## src/rtl/spi_mbox_pkg.sv

```systemverilog
// Shared types and constants for the SPI-side AXI4-Lite mailbox.
package spi_mbox_pkg;

  localparam int unsigned AXI_ADDR_W = 32;
  localparam int unsigned AXI_DATA_W = 32;

  // Register offsets within the 32-byte window (addr[4:0]).
  localparam logic [4:0] MBOX_TX_DATA = 5'h00;
  localparam logic [4:0] MBOX_RX_DATA = 5'h04;
  localparam logic [4:0] MBOX_STATUS  = 5'h08;
  localparam logic [4:0] MBOX_CTRL    = 5'h0C;

  localparam logic [1:0] RESP_OKAY   = 2'b00;
  localparam logic [1:0] RESP_SLVERR = 2'b10;
  localparam logic [1:0] RESP_DECERR = 2'b11;

  // STATUS register layout.
  localparam int unsigned ST_TX_FULL      = 0;
  localparam int unsigned ST_TX_EMPTY     = 1;
  localparam int unsigned ST_RX_FULL      = 2;
  localparam int unsigned ST_RX_EMPTY     = 3;
  localparam int unsigned ST_TX_COUNT_LSB = 8;
  localparam int unsigned ST_RX_COUNT_LSB = 16;

  // CTRL register layout.
  localparam int unsigned CTRL_IRQ_EN = 0;
  localparam int unsigned CTRL_CLEAR  = 1;

  typedef enum logic {W_IDLE, W_RESP} wfsm_e;
  typedef enum logic {R_IDLE, R_RESP} rfsm_e;

  typedef struct packed {
    logic [AXI_ADDR_W-1:0] addr;
    logic [2:0]            prot;
  } axi_lite_ax_t;

  typedef struct packed {
    logic [AXI_DATA_W-1:0]   data;
    logic [AXI_DATA_W/8-1:0] strb;
  } axi_lite_w_t;

  typedef struct packed {
    logic [1:0] resp;
  } axi_lite_b_t;

  typedef struct packed {
    logic [AXI_DATA_W-1:0] data;
    logic [1:0]            resp;
  } axi_lite_r_t;

  typedef struct packed {
    axi_lite_ax_t aw;
    axi_lite_w_t  w;
    axi_lite_ax_t ar;
    logic         aw_valid;
    logic         w_valid;
    logic         ar_valid;
    logic         b_ready;
    logic         r_ready;
  } axi_lite_req_t;

  typedef struct packed {
    logic        aw_ready;
    logic        w_ready;
    logic        ar_ready;
    axi_lite_b_t b;
    logic        b_valid;
    axi_lite_r_t r;
    logic        r_valid;
  } axi_lite_rsp_t;

endpackage

```

## src/rtl/spi_mbox_fifo.sv

```systemverilog
// Synchronous FIFO with registered head output and flush. A push while full
// is dropped even if a pop happens in the same cycle.
module spi_mbox_fifo #(
  parameter int unsigned DEPTH = 8,
  parameter int unsigned WIDTH = 32
) (
  input  logic                     clk_i,
  input  logic                     rst_ni,
  input  logic                     clear_i,
  input  logic                     push_i,
  input  logic [WIDTH-1:0]         data_i,
  input  logic                     pop_i,
  output logic [WIDTH-1:0]         data_o,
  output logic                     full_o,
  output logic                     empty_o,
  output logic [$clog2(DEPTH):0]   count_o
);

  localparam int unsigned PW = $clog2(DEPTH);
  localparam int unsigned CW = PW + 1;

  logic [WIDTH-1:0] mem_q [DEPTH];
  logic [PW-1:0]    wr_ptr_q;
  logic [PW-1:0]    rd_ptr_q;
  logic [CW-1:0]    count_q;
  logic             push_ok;
  logic             pop_ok;

  assign full_o  = (count_q == CW'(DEPTH));
  assign empty_o = (count_q == '0);
  assign count_o = count_q;
  assign data_o  = mem_q[rd_ptr_q];
  assign push_ok = push_i & ~full_o;
  assign pop_ok  = pop_i & ~empty_o;

  // Storage, pointers and occupancy; flush wins over any push or pop.
  always_ff @(posedge clk_i or negedge rst_ni) begin
    if (!rst_ni) begin
      for (int i = 0; i < int'(DEPTH); i++) mem_q[i] <= '0;
      wr_ptr_q <= '0;
      rd_ptr_q <= '0;
      count_q  <= '0;
    end else if (clear_i) begin
      wr_ptr_q <= '0;
      rd_ptr_q <= '0;
      count_q  <= '0;
    end else begin
      if (push_ok) begin
        mem_q[wr_ptr_q] <= data_i;
        wr_ptr_q        <= wr_ptr_q + PW'(1);
      end
      if (pop_ok) rd_ptr_q <= rd_ptr_q + PW'(1);
      case ({push_ok, pop_ok})
        2'b10:   count_q <= count_q + CW'(1);
        2'b01:   count_q <= count_q - CW'(1);
        default: count_q <= count_q;
      endcase
    end
  end

endmodule

```

## src/rtl/spi_axi_lite_mailbox.sv

```systemverilog
// AXI4-Lite slave mailbox between the SPI bridge and on-chip logic:
// host writes fill TX, chip pushes fill RX, with status/control and an
// RX-pending interrupt. Read and write channels run independently.
module spi_axi_lite_mailbox
  import spi_mbox_pkg::*;
#(
  parameter int unsigned FIFO_DEPTH = 8
) (
  input  logic          clk_i,
  input  logic          rst_ni,
  input  axi_lite_req_t axi_lite_req_i,
  output axi_lite_rsp_t axi_lite_rsp_o,
  output logic [31:0]   tx_data_o,
  output logic          tx_valid_o,
  input  logic          tx_ready_i,
  input  logic [31:0]   rx_data_i,
  input  logic          rx_valid_i,
  output logic          rx_ready_o,
  output logic          irq_o
);

  localparam int unsigned CW = $clog2(FIFO_DEPTH) + 1;

  // FIFO interconnect
  logic          tx_push, tx_full, tx_empty;
  logic          rx_pop, rx_full, rx_empty;
  logic [CW-1:0] tx_count, rx_count;
  logic [31:0]   rx_head;
  logic          ctrl_clear;

  // Write channel state
  wfsm_e       wstate_q;
  logic        aw_held_q, w_held_q;
  logic [31:0] awaddr_q, wdata_q;
  logic [3:0]  wstrb_q;
  logic        b_valid_q;
  logic [1:0]  bresp_q, bresp_d;
  logic        irq_en_q, irq_en_d;

  // Read channel state
  rfsm_e       rstate_q;
  logic        r_valid_q;
  logic [31:0] rdata_q, rdata_d;
  logic [1:0]  rresp_q, rresp_d;

  logic        aw_fire, w_fire, wr_commit, ar_fire;
  logic [31:0] wr_addr, wr_data;
  logic [3:0]  wr_strb;
  logic [4:0]  wr_off, rd_off;
  logic [31:0] status_word;

  spi_mbox_fifo #(.DEPTH(FIFO_DEPTH), .WIDTH(32)) u_tx_fifo (
    .clk_i   (clk_i),
    .rst_ni  (rst_ni),
    .clear_i (ctrl_clear),
    .push_i  (tx_push),
    .data_i  (wr_data),
    .pop_i   (tx_ready_i),
    .data_o  (tx_data_o),
    .full_o  (tx_full),
    .empty_o (tx_empty),
    .count_o (tx_count)
  );

  spi_mbox_fifo #(.DEPTH(FIFO_DEPTH), .WIDTH(32)) u_rx_fifo (
    .clk_i   (clk_i),
    .rst_ni  (rst_ni),
    .clear_i (ctrl_clear),
    .push_i  (rx_valid_i),
    .data_i  (rx_data_i),
    .pop_i   (rx_pop),
    .data_o  (rx_head),
    .full_o  (rx_full),
    .empty_o (rx_empty),
    .count_o (rx_count)
  );

  assign tx_valid_o = ~tx_empty;
  assign rx_ready_o = ~rx_full;
  assign irq_o      = irq_en_q & ~rx_empty;

  // aw and w may each arrive first; use the held copy if present, else the bus.
  assign aw_fire   = axi_lite_req_i.aw_valid & ~aw_held_q;
  assign w_fire    = axi_lite_req_i.w_valid & ~w_held_q;
  assign wr_addr   = aw_held_q ? awaddr_q : axi_lite_req_i.aw.addr;
  assign wr_data   = w_held_q ? wdata_q : axi_lite_req_i.w.data;
  assign wr_strb   = w_held_q ? wstrb_q : axi_lite_req_i.w.strb;
  assign wr_commit = (wstate_q == W_IDLE) & (aw_held_q | aw_fire) & (w_held_q | w_fire);
  assign wr_off    = {wr_addr[4:2], 2'b00};

  assign ar_fire   = (rstate_q == R_IDLE) & axi_lite_req_i.ar_valid;
  assign rd_off    = {axi_lite_req_i.ar.addr[4:2], 2'b00};

  // STATUS snapshot taken from current FIFO state, before any pop this cycle.
  always_comb begin
    status_word = '0;
    status_word[ST_TX_FULL]  = tx_full;
    status_word[ST_TX_EMPTY] = tx_empty;
    status_word[ST_RX_FULL]  = rx_full;
    status_word[ST_RX_EMPTY] = rx_empty;
    status_word[ST_TX_COUNT_LSB +: 8] = 8'(tx_count);
    status_word[ST_RX_COUNT_LSB +: 8] = 8'(rx_count);
  end

  // Write-side register effects, evaluated on the commit cycle only.
  always_comb begin
    tx_push    = 1'b0;
    ctrl_clear = 1'b0;
    irq_en_d   = irq_en_q;
    bresp_d    = RESP_OKAY;
    if (wr_commit) begin
      if (wr_addr[4]) begin
        bresp_d = RESP_DECERR;
      end else begin
        case (wr_off)
          MBOX_TX_DATA: begin
            if (tx_full) bresp_d = RESP_SLVERR;
            else         tx_push = 1'b1;
          end
          MBOX_CTRL: begin
            if (wr_strb[0]) irq_en_d = wr_data[CTRL_IRQ_EN];
            ctrl_clear = wr_data[CTRL_CLEAR];
          end
          default: bresp_d = RESP_OKAY;
        endcase
      end
    end
  end

  // Write FSM: latch aw/w independently, respond once both are held.
  always_ff @(posedge clk_i or negedge rst_ni) begin
    if (!rst_ni) begin
      wstate_q  <= W_IDLE;
      aw_held_q <= 1'b0;
      w_held_q  <= 1'b0;
      awaddr_q  <= '0;
      wdata_q   <= '0;
      wstrb_q   <= '0;
      b_valid_q <= 1'b0;
      bresp_q   <= RESP_OKAY;
      irq_en_q  <= 1'b0;
    end else begin
      irq_en_q <= irq_en_d;
      case (wstate_q)
        W_IDLE: begin
          if (aw_fire) begin
            aw_held_q <= 1'b1;
            awaddr_q  <= axi_lite_req_i.aw.addr;
          end
          if (w_fire) begin
            w_held_q <= 1'b1;
            wdata_q  <= axi_lite_req_i.w.data;
            wstrb_q  <= axi_lite_req_i.w.strb;
          end
          if (wr_commit) begin
            wstate_q  <= W_RESP;
            b_valid_q <= 1'b1;
            bresp_q   <= bresp_d;
          end
        end
        W_RESP: begin
          if (axi_lite_req_i.b_ready) begin
            wstate_q  <= W_IDLE;
            b_valid_q <= 1'b0;
            aw_held_q <= 1'b0;
            w_held_q  <= 1'b0;
          end
        end
        default: wstate_q <= W_IDLE;
      endcase
    end
  end

  // Read data/response selection and the RX pop on ar accept.
  always_comb begin
    rdata_d = '0;
    rresp_d = RESP_OKAY;
    rx_pop  = 1'b0;
    if (axi_lite_req_i.ar.addr[4]) begin
      rresp_d = RESP_DECERR;
    end else begin
      case (rd_off)
        MBOX_RX_DATA: begin
          if (rx_empty) begin
            rresp_d = RESP_SLVERR;
          end else begin
            rdata_d = rx_head;
            rx_pop  = ar_fire;
          end
        end
        MBOX_STATUS: rdata_d = status_word;
        MBOX_CTRL:   rdata_d[CTRL_IRQ_EN] = irq_en_q;
        default:     rdata_d = '0;
      endcase
    end
  end

  // Read FSM: register the response on ar accept, hold until r_ready.
  always_ff @(posedge clk_i or negedge rst_ni) begin
    if (!rst_ni) begin
      rstate_q  <= R_IDLE;
      r_valid_q <= 1'b0;
      rdata_q   <= '0;
      rresp_q   <= RESP_OKAY;
    end else begin
      case (rstate_q)
        R_IDLE: begin
          if (ar_fire) begin
            rstate_q  <= R_RESP;
            r_valid_q <= 1'b1;
            rdata_q   <= rdata_d;
            rresp_q   <= rresp_d;
          end
        end
        R_RESP: begin
          if (axi_lite_req_i.r_ready) begin
            rstate_q  <= R_IDLE;
            r_valid_q <= 1'b0;
          end
        end
        default: rstate_q <= R_IDLE;
      endcase
    end
  end

  // Response channel assembly from registered state.
  always_comb begin
    axi_lite_rsp_o          = '0;
    axi_lite_rsp_o.aw_ready = ~aw_held_q;
    axi_lite_rsp_o.w_ready  = ~w_held_q;
    axi_lite_rsp_o.ar_ready = (rstate_q == R_IDLE);
    axi_lite_rsp_o.b.resp   = bresp_q;
    axi_lite_rsp_o.b_valid  = b_valid_q;
    axi_lite_rsp_o.r.data   = rdata_q;
    axi_lite_rsp_o.r.resp   = rresp_q;
    axi_lite_rsp_o.r_valid  = r_valid_q;
  end

  // Address bits outside the decode window and prot are intentionally unused.
  logic unused_ok;
  assign unused_ok = ^{wr_addr[31:5], wr_addr[1:0], wr_strb[3:1], wr_data[31:2],
                       axi_lite_req_i.aw.prot, axi_lite_req_i.ar.prot,
                       axi_lite_req_i.ar.addr[31:5], axi_lite_req_i.ar.addr[1:0]};

endmodule

```

## config.mk

```make
export PLATFORM = sky130hd
export DESIGN_NAME = spi_axi_lite_mailbox
export DESIGN_NICKNAME = d
export VERILOG_FILES = /design/src/rtl/spi_mbox_pkg.sv /design/src/rtl/spi_mbox_fifo.sv /design/src/rtl/spi_axi_lite_mailbox.sv
export SDC_FILE = /design/constraint.sdc
export NUM_CORES = 1
export LEC_CHECK = 0
export CAP_MARGIN = 0
export CORE_MARGIN = 3
export CORE_UTILIZATION = 30
export CTS_CLUSTER_SIZE = 8
export DETAILED_ROUTE_END_ITERATION = 12
export GPL_ROUTABILITY_DRIVEN = 0
export MAX_ROUTING_LAYER = met4
export PLACE_DENSITY = 0.49
export SYNTH_ARGS = -nofsm -noshare
export SYNTH_HDL_FRONTEND = slang
export SYNTH_SLANG_ARGS = --single-unit
```

## constraint.sdc

```tcl
create_clock -name clk_i -period 7.4 [get_ports clk_i]
set_input_delay 2.22 -clock clk_i [delete_from_list [all_inputs] [get_ports clk_i]]
set_output_delay 2.22 -clock clk_i [all_outputs]
set_load 0.02 [all_outputs]
```

==> results.sh <==
export IMPL_synth_area_per_cell_um2=15.9
export IMPL_clock_latency_ns=0.62
export IMPL_hold_viol=0
export IMPL_antenna_found_initial=9
export IMPL_holdCritPathClass="reg -> reg"
export IMPL_die_w_um=310
export IMPL_ir_drop_uv=192
export IMPL_cpPeakStageDelay_ns=1.11
export IMPL_clkSinkCount=611
export IMPL_drtIter0Drc=794
export IMPL_io_buffers=155
export IMPL_ys_warn_count=0
export IMPL_crit_type="reg -> out"
export IMPL_gr_usage_met1=0.192
export IMPL_post_route_drc_count=0
export IMPL_fin_worst_skew_ns=0.0288
export IMPL_dieArea_um2=96400
export IMPL_min_from="u_tx_fifo.mem_q[46]$_DFFE_PN0P_"
export IMPL_io_pins=223
export IMPL_hpwl_mm=41.4
export IMPL_fin_nets=2071
export IMPL_place_ws_ns=1.93
export IMPL_fillCellCount=8693
export IMPL_power_frac_clock=0.256
export IMPL_final_setup_viol_count=0
export IMPL_layout_commonest_cell="dfrtp_1"
export IMPL_min_period_ns=5.65
export IMPL_postCtsSetupRepairBufs=0
export IMPL_met3_usage=0.0324
export IMPL_num_rows=111
export IMPL_outcome="completed"
export IMPL_r2r_start="w_held_q$_DFFE_PN0P_"
export IMPL_crit_family="flip-flops"
export IMPL_seq_area_um2=15300
export IMPL_grt_busiest_layer="met2"
export IMPL_tightest_slew_ns=1.14
export IMPL_vias=15600
export IMPL_cts_root_buf="clkbuf_16"
export IMPL_cp_max_fo=36
export IMPL_ys_types=62
export IMPL_postCtsHoldBufs=0
export IMPL_vias_per_cell=4.92
export IMPL_syn_nets=1907
export IMPL_cts_buffers_inserted=86
export IMPL_initial_core_util=0.303
export IMPL_grtUsageTotal=0.154
export IMPL_final_cell_mix="dfrtp_1, mux2_2, clkdlybuf4s50_1"
export IMPL_rsz0062_at_grt="false"
export IMPL_critical_path_arrival_ns=3.43
export IMPL_cp_end_kind="primary output"
export IMPL_gr_total_overflow=0
export IMPL_grt_max_degree=140
export IMPL_combinationalPowerShare=0.345
export IMPL_maxSlewHeadroom=0.238
export IMPL_critPathLaunchType="register"
export IMPL_met2_usage=0.256
export IMPL_cp_startpoint="u_tx_fifo.rd_ptr_q[1]$_DFFE_PN0P_"
export IMPL_worstPathCellList="buf_4 > mux4_2 > mux2_2 > clkdlybuf4s50_1"
export IMPL_final_hold_worst_slack_ns=0.478
export IMPL_yosysSeqAreaShare=0.550
export IMPL_cap_violations=0
export IMPL_synth_edf_count=0
export IMPL_slew_violations=0
export IMPL_area_growth_pct=18.6
export IMPL_layout_setup_ws_ns=1.75
export IMPL_p_leak_nw=14.0
export IMPL_netlist_area_um2=27800
export IMPL_die_y_um=310
export IMPL_period_share=0.764
export IMPL_ctsResizeCount=0
export IMPL_cp_slowest_cell="dfrtp_2"
export IMPL_core_area_um2=91800
export IMPL_first_pass_iters=5
export IMPL_cts_tree="yes"
export IMPL_grt_pass1_vias=17300
export IMPL_p_int_mw=9.38
export IMPL_async_flop_share=1.00
export IMPL_cp_required_ns=5.18
export IMPL_clkTransAtPathRegs_ns=0.05
export IMPL_power_switching_mw=4.32
export IMPL_wl_mm=70.9
export IMPL_p_total_mw=13.7
export IMPL_worst_path_buf_inv=2
export IMPL_pwr_share_seq=0.399
export IMPL_ant_nets=0
export IMPL_swShare=0.315
export IMPL_syn_inst=1753
export IMPL_synth_main_ff_cell="dfrtp_1"
export IMPL_grt_pass1_wl_mm=109
export IMPL_timing_setup_tns_ns=0
export IMPL_cts_path_max_buffers=3
export IMPL_htreeDepth=3
export IMPL_routedWlPerCell_um=22.3
export IMPL_layout_drive_gt1_share=0.459
export IMPL_multi_input_area_um2=11900
export IMPL_ys_ff_latch=611
export IMPL_post_route_util=0.359
export IMPL_fmax_ghz=0.177
export IMPL_p_per_area_nw_per_um2=415
==> cells in the mapped netlist (4+ instances only) <==
master / count / area, um2
dfrtp_1: 611 / 15300
mux2_2: 571 / 6430
mux4_2: 128 / 2880
buf_2: 47 / 235
nand2_1: 47 / 176
clkbuf_1: 40 / 150
o21ai_0: 40 / 200
mux2i_1: 34 / 340
nor2_1: 31 / 116
mux2_1: 27 / 304
mux2_4: 19 / 285
a21oi_1: 16 / 80.1
inv_1: 12 / 45.0
buf_6: 11 / 124
buf_1: 9 / 33.8
ha_1: 7 / 87.6
nand3_1: 7 / 35.0
nor4_4: 7 / 149
buf_4: 6 / 45.0
xnor2_1: 6 / 52.6
xor2_1: 6 / 52.6
nand2b_1: 5 / 31.3
nor3_1: 5 / 25.0
o22ai_1: 4 / 25.0
==> layer usage <==
metal | wire [um] | share of wire
met5 | 0 | 0
met4 | 1590 | 0.022
met3 | 3520 | 0.050
met2 | 35000 | 0.49
met1 | 30800 | 0.43
==> cells by family after synthesis <==
family / count (synthesis) / synth area share
AOI/OAI and AO/OA: 81 / 0.0179
muxes: 779 / 0.368
buffers and inverters: 125 / 0.0228
xor gates and xnor gates: 12 / 0.00378
adders and majority gates: 7 / 0.00315
and+or+nand+nor: 138 / 0.0339
DFF: 611 / 0.550
==> metrics by stage <==
step	area, um2	instances
2_1_floorplan	27800	1753
3_3_place_gp	30700	3072
3_5_place_dp	30700	3072
4_1_cts	33000	3171
5_1_grt	33000	3177
6_report	33000	3178
==> state kept, by name, indices dropped and copies added, names as in the netlist <==
| register | count |
|---|---|
| r_valid_q | 1 |
| wstrb_q | 1 |
| u_rx_fifo.rd_ptr_q | 3 |
| wstate_q | 1 |
| wdata_q | 32 |
| w_held_q | 1 |
| bresp_q | 2 |
| rresp_q | 2 |
| u_rx_fifo.count_o | 4 |
| u_tx_fifo.count_o | 4 |
| u_rx_fifo.wr_ptr_q | 3 |
| rstate_q | 1 |
| u_tx_fifo.rd_ptr_q | 3 |
| rdata_q | 32 |
| aw_held_q | 1 |
| u_tx_fifo.mem_q | 256 |
| awaddr_q | 3 |
| irq_en_q | 1 |
| u_tx_fifo.wr_ptr_q | 3 |
| u_rx_fifo.mem_q | 256 |
| b_valid_q | 1 |
==> power by group through the flow <==
| stage | logic (mW) | registers (mW) | clock network [mW] |
|---|---|---|---|
| 6_report | 4.72 | 5.47 | 3.51 |
| 5_1_grt | 5.13 | 5.66 | 3.78 |
| 4_1_cts | 4.84 | 5.48 | 3.63 |
| 3_5_place_dp | 4.82 | 5.53 | 0 |
| 3_3_place_gp | 4.71 | 5.43 | 0 |
| 2_1_floorplan | 3.63 | 5.14 | 0 |
==> path summary, 6_finish.rpt <==
| path | to | slack, ns | cells after the start |
|---|---|---|---|
| max in group asynchronous | u_tx_fifo.mem_q[20]$_DFFE_PN0P_ | 4.34 | 2 |
| worst max register to register | u_rx_fifo.mem_q[194]$_DFFE_PN0P_ | 4.09 | 6 |
| worst max-delay path | tx_data_o[23] | 1.75 | 4 |
| min in group asynchronous | u_tx_fifo.mem_q[25]$_DFFE_PN0P_ | 1.69 | 1 |
| worst min-delay path | u_tx_fifo.mem_q[46]$_DFFE_PN0P_ | 0.48 | 1 |
| worst min register to register | u_tx_fifo.mem_q[46]$_DFFE_PN0P_ | 0.48 | 1 |
==> final cells by class <==
class                      count  share of cell area
antenna                        7            0.000531
multi-input combinational   1017               0.361
clock buffer                  95              0.0682
tap                         1243              0.0472
inverter                      12             0.00137
timing repair buffer         189              0.0565
sequential                   611               0.464
clock inverter                 4             0.00140
No activity file was read; power rests on OpenSTA's default activity.
